**src/rtl/sid_mac_scheduler.sv**
```systemverilog
// Shares one registered signed*unsigned multiplier across the three SID voice
// envelope products and the master-volume product, one fixed schedule per start.
module sid_mac_scheduler #(
  parameter int MAC_LAT = 2,
  parameter int MIX_LAT = 3
) (
  input  logic        clk_i,
  input  logic        rst_i,
  input  logic        start_i,
  input  logic [11:0] voice0_i,
  input  logic [11:0] voice1_i,
  input  logic [11:0] voice2_i,
  input  logic [7:0]  env0_i,
  input  logic [7:0]  env1_i,
  input  logic [7:0]  env2_i,
  input  logic [15:0] mixIn_i,
  input  logic [3:0]  vol_i,
  output logic [15:0] mulA_o,
  output logic [15:0] mulB_o,
  input  logic [31:0] mulP_i,
  output logic [15:0] amp0_o,
  output logic [15:0] amp1_o,
  output logic [15:0] amp2_o,
  output logic        ampValid_o,
  output logic [15:0] out_o,
  output logic        outValid_o,
  output logic        busy_o,
  output logic        overrun_o
);

  localparam int AMP_LAST  = 2 + MAC_LAT;
  localparam int MIX_ISSUE = AMP_LAST + MIX_LAT;
  localparam int DONE      = MIX_ISSUE + MAC_LAT;
  localparam int CW        = $clog2(DONE + 1);

  typedef enum logic [2:0] {
    IDLE, ISSUE_V, DRAIN_V, MIX_WAIT, ISSUE_M, DRAIN_M
  } state_t;

  state_t        state_q, state_d;
  logic [CW-1:0] cyc_q, cyc_d;
  logic [15:0]   mulA_q, mulA_d, mulB_q, mulB_d;
  logic [15:0]   amp0_q, amp0_d, amp1_q, amp1_d, amp2_q, amp2_d;
  logic [15:0]   out_q, out_d;
  logic          ampValid_q, ampValid_d, outValid_q, outValid_d;
  logic          busy_q, busy_d, overrun_q, overrun_d;

  logic [15:0]   ampSlice, outSlice;
  logic          unusedMulP;

  assign ampSlice   = mulP_i[23:8];
  assign outSlice   = mulP_i[19:4];
  assign unusedMulP = ^{mulP_i[31:24], mulP_i[3:0]};

  // cyc_q holds k of the upcoming edge Ek while a schedule is running
  always_comb begin
    state_d    = state_q;
    cyc_d      = cyc_q;
    mulA_d     = '0;
    mulB_d     = '0;
    amp0_d     = amp0_q;
    amp1_d     = amp1_q;
    amp2_d     = amp2_q;
    out_d      = out_q;
    ampValid_d = 1'b0;
    outValid_d = 1'b0;
    busy_d     = busy_q;
    overrun_d  = start_i && busy_q;

    if (state_q != IDLE) begin
      cyc_d = cyc_q + CW'(1);
      if (cyc_q == CW'(MAC_LAT))     amp0_d = ampSlice;
      if (cyc_q == CW'(MAC_LAT + 1)) amp1_d = ampSlice;
      if (cyc_q == CW'(AMP_LAST)) begin
        amp2_d     = ampSlice;
        ampValid_d = 1'b1;
      end
    end

    case (state_q)
      IDLE: begin
        if (start_i) begin
          state_d = ISSUE_V;
          cyc_d   = CW'(1);
          busy_d  = 1'b1;
          mulA_d  = {voice0_i, 4'b0};
          mulB_d  = {8'b0, env0_i};
        end
      end
      ISSUE_V: begin
        if (cyc_q == CW'(1)) begin
          mulA_d = {voice1_i, 4'b0};
          mulB_d = {8'b0, env1_i};
        end else begin
          mulA_d  = {voice2_i, 4'b0};
          mulB_d  = {8'b0, env2_i};
          state_d = DRAIN_V;
        end
      end
      DRAIN_V: begin
        if (cyc_q == CW'(AMP_LAST)) state_d = (MIX_LAT == 1) ? ISSUE_M : MIX_WAIT;
      end
      MIX_WAIT: begin
        if (cyc_q == CW'(MIX_ISSUE - 1)) state_d = ISSUE_M;
      end
      ISSUE_M: begin
        mulA_d  = mixIn_i;
        mulB_d  = {12'b0, vol_i};
        state_d = DRAIN_M;
      end
      DRAIN_M: begin
        if (cyc_q == CW'(DONE)) begin
          out_d      = outSlice;
          outValid_d = 1'b1;
          busy_d     = 1'b0;
          state_d    = IDLE;
          cyc_d      = '0;
        end
      end
      default: state_d = IDLE;
    endcase
  end

  always_ff @(posedge clk_i) begin
    if (rst_i) begin
      state_q    <= IDLE;
      cyc_q      <= '0;
      mulA_q     <= '0;
      mulB_q     <= '0;
      amp0_q     <= '0;
      amp1_q     <= '0;
      amp2_q     <= '0;
      out_q      <= '0;
      ampValid_q <= 1'b0;
      outValid_q <= 1'b0;
      busy_q     <= 1'b0;
      overrun_q  <= 1'b0;
    end else begin
      state_q    <= state_d;
      cyc_q      <= cyc_d;
      mulA_q     <= mulA_d;
      mulB_q     <= mulB_d;
      amp0_q     <= amp0_d;
      amp1_q     <= amp1_d;
      amp2_q     <= amp2_d;
      out_q      <= out_d;
      ampValid_q <= ampValid_d;
      outValid_q <= outValid_d;
      busy_q     <= busy_d;
      overrun_q  <= overrun_d;
    end
  end

  assign mulA_o     = mulA_q;
  assign mulB_o     = mulB_q;
  assign amp0_o     = amp0_q;
  assign amp1_o     = amp1_q;
  assign amp2_o     = amp2_q;
  assign out_o      = out_q;
  assign ampValid_o = ampValid_q;
  assign outValid_o = outValid_q;
  assign busy_o     = busy_q;
  assign overrun_o  = overrun_q;

endmodule

```
**config.mk**
```make
export PLATFORM = sky130hd
export DESIGN_NAME = sid_mac_scheduler
export DESIGN_NICKNAME = d
export VERILOG_FILES = /design/src/rtl/sid_mac_scheduler.sv
export SDC_FILE = /design/constraint.sdc
export NUM_CORES = 1
export LEC_CHECK = 0
export CORE_ASPECT_RATIO = 1.2
export CORE_UTILIZATION = 42
export CTS_CLUSTER_SIZE = 12
export DETAILED_ROUTE_END_ITERATION = 16
export PLACE_DENSITY = 0.85
export SYNTH_ARGS = -nofsm -noshare
export SYNTH_HDL_FRONTEND = slang
export SYNTH_SLANG_ARGS = --single-unit
```
**constraint.sdc**
```tcl
create_clock -name clk_i -period 5.75 [get_ports clk_i]
set_clock_uncertainty 0.1 [all_clocks]
set_input_delay 0.8625 -clock clk_i [delete_from_list [all_inputs] [get_ports clk_i]]
set_output_delay 0.8625 -clock clk_i [all_outputs]
set_load 0.1 [all_outputs]
```
==> results_dict.tcl <==
set metrics [dict create \
    outcome "completed" \
    layout_min_cycle_time_ns 2.87 \
    place_congestion 0.854 \
    timing.critical_path.slowest_stage_cell "clkdlybuf4s50_1" \
    synth-edff-count 0 \
    numCtsBuffers 9 \
    die_area_sq_mm 0.00990 \
    ys_dominant_reg_cell "dfxtp_1" \
    crit_path_start_kind "flop" \
    finalSetupViolations 0 \
    ys_async_sr_fraction_pct 0 \
    die_h_um 109 \
    layout-drive-gt1-share_pct 5.14 \
    post-route-drc-count 0 \
    combined_area_of_all_synthesized_cells_sq_mm 0.00399 \
    final_core_utilization_pct 66.5 \
    clk-insertion-delay-late_ns 0.37 \
    avgSynthCellArea_sq_um 8.58 \
    route.final.wire_length_mm 11.8 \
    clock_tree_from_tritoncts "built" \
    dp_worst_setup_slack_ns 2.99 \
    max_slew_margin_pct 18.3 \
    initial_core_util_pct 43.7 \
    ctsHoldBuffers 0 \
    first_iter_violations 194 \
    largest_net_degree_at_the_start_of_global_routing 80 \
    max_cap_violations 0 \
    total_of_buffers_placed_on_input_and_output_ports 194 \
    core_sq_mm 0.00913 \
    setup_total_negative_slack_ns 0 \
    dp_hpwl_mm 8.75 \
    critical_path_required_ns 4.79 \
    layout-area-overhead-vs-synth_pct 52.1 \
    net-switching-power_mw 0.973 \
    report.final.slew_viol_count 0 \
    worst_slack_ns 2.88 \
    grt_pass1_wl_mm 18.7 \
    post-layout-total-power_mw 2.19 \
    synth-seq-area-share_pct 49.7 \
    critical-path-max-stage-delay_ns 1.17 \
    layout.cells.non_filler 762 \
    antenna_left 0 \
    clockPowerShare_pct 19.3 \
    fillers 755 \
    drt_first_pass_iters 5 \
    number_of_global_route_vias_before_repair 3789 \
    post-cts-setup-buffer-count 0 \
    netlist-cell-type-count 41 \
    crit_path_cell_trace "clkdlybuf4s50_1" \
    cts-root-buf "clkbuf_8" \
    timing.setup.critical_path_class "reg -> out" \
    timing_hold_violations_final 0 \
    postPlaceCellArea_sq_mm 0.00588 \
    final_cycle_share_pct 49.9 \
    kind_of_end_point_of_the_critical_path "output port" \
    synth_area_leaders "dfxtp_1 (50%), nand2_1 (12%), a21oi_1 (8.7%)" \
    met3WireLength_mm 1.12 \
    critical_path.top_delay_family "buffers and inverters" \
    transition_at_the_pin_with_the_smallest_max_transition_slack_ns 1.22 \
    cts_resized 0 \
    max_freq_mhz 349 \
    worst_hold_path_type "reg -> reg" \
    rrSetupSlack_ns 3.43 \
    ys_ff_latch 99 \
    static-leakage-power_nw 2.12 \
    final_cell_area_sq_mm 0.00607 \
    final.hold.worst_slack_ns 0.359 \
    p_sw_share_pct 44.5 \
    clock_tree.buffer_depth 2 \
    antenna_cells 0 \
    timing.critical_path.arrival_ns 1.90 \
    nNetsFinal 756 \
    placementRows 38 \
    worst_vdd_rail_ir_drop_mv 0.236 \
    detailed_route_vias_per_instance 5.20 \
    worst-path-buf-inv 1 \
    route.layer.met1.wl_mm 4.27 \
    grt_antenna_before_repair 0 \
    globalRouteTotalUtil_pct 24.2 \
    floorplan.die.width_um 91.0 \
    cts.reportedPaths.clkPinSlew_ns 0.10 \
    wl_met2_mm 6.05 \
    boundaryPins 215 \
    highest_layer_used_for_signal_routing "met4" \
    pwr-share-comb_pct 44.4 \
    highest_fanout_seen_on_the_critical_path 3 \
    grt_setup_unrepaired "false" \
    routed-via-count 3963 \
    internal_power_mw 1.22 \
    h-tree-depth 3 \
    yosysTopAreaCell "dfxtp_1" \
    cts_sinks 99 \
    post_synth_inst_count 465 \
    power.density_mw_per_mm2 361 \
    synth_top_area_share_pct 49.7 \
    avgRoutedWirePerCell_um 15.5 \
    numPlacedInstances 746 \
    yosys_warnings 0 \
    global_route.overflow_total 0 \
    power.sequential.fraction_pct 36.3 \
]
[cell usage in the layout (no fill, tap or decap), types with 3 or more instances in the layout]
| master | n |
|---|---|
| clkdlybuf4s50_1 | 193 |
| nand2_1 | 131 |
| dfxtp_1 | 99 |
| a21oi_1 | 69 |
| nor2_1 | 30 |
| a222oi_1 | 16 |
| mux2_1 | 15 |
| clkbuf_8 | 9 |
| conb_1 | 8 |
| and2_1 | 5 |
| mux2_2 | 5 |
| and3_1 | 4 |
| nor3_1 | 4 |
| a22oi_1 | 4 |
| ha_1 | 4 |
| inv_1 | 3 |
| nand3_2 | 3 |
| nand3_1 | 3 |
| buf_4 | 3 |
[layer usage]
metal	vias up	track usage, %
met4	0	11.7
met3	26	7.88
li1	1910	-
met1	1829	26.1
met5	-	0
met2	198	43.2
[kinds of logic after synthesis]
family | count (synthesis) | synth area share, %
AOI/OAI and AO/OA | 99 | 15.6
adders and majority gates | 4 | 1.25
buffers and inverters | 46 | 6.40
DFF | 99 | 49.7
muxes | 21 | 5.90
other | 1 | 0.0940
and+or+nand+nor | 195 | 21.1
[cell usage after synthesis, types with 2 or more instances]
cell        n
nand3_1     3
nor2_1     30
a21oi_1    69
mux2_2      5
nand2_1   131
ha_1        4
and2_1      5
nor3_1      4
o21ai_0     2
a22oi_1     4
a222oi_1   16
buf_6       3
and2b_1     2
a211o_1     2
nand2b_1    2
mux2_1     15
dfxtp_1    99
nand4_1     2
buf_4      12
buf_2      11
inv_1       3
clkbuf_1   16
nand3_2     3
and3_1      4
nor2b_1     2
[power groups by stage]
stage / sequential (mW) / clock (mW) / combinational [mW]
4_1_cts: 0.794 / 0.433 / 0.973
6_report: 0.794 / 0.422 / 0.972
5_1_grt: 0.803 / 0.467 / 1.02
3_5_place_dp: 0.810 / 0 / 0.970
2_1_floorplan: 1.19 / 0 / 0.353
3_3_place_gp: 0.805 / 0 / 0.954
[registers in the layout, indices dropped and copies added, names as in the netlist]
register and count:
overrun_o 1, amp0_o 16, cyc_q 4, busy_o 1, state_q 3, mulA_o 16, amp1_o 16, out_o 16
outValid_o 1, ampValid_o 1, mulB_o 8, amp2_o 16
[path summary, 6_finish.rpt]
| path | start | end | depth (start not counted) |
|---|---|---|---|
| worst min-delay path | out_o[15] | out_o[15] | 2 |
| worst max-delay path | busy_o | busy_o | 1 |
| worst min register to register | out_o[15] | out_o[15] | 2 |
| worst max register to register | state_q[1] | mulA_o[3] | 4 |
[area by class of cell]
| class | count | area (sq um) | area share [%] |
|---|---|---|---|
| flip-flops and latches | 99 | 1980 | 32.7 |
| repair buffers | 197 | 1960 | 32.3 |
| multi-input cells | 327 | 1780 | 29.3 |
| well taps | 120 | 150 | 2.47 |
| clock buffers | 9 | 124 | 2.04 |
| clock inverters | 7 | 61.3 | 1.01 |
| inverters | 3 | 11.3 | 0.186 |
No activity file was read; power rests on OpenSTA's default activity.
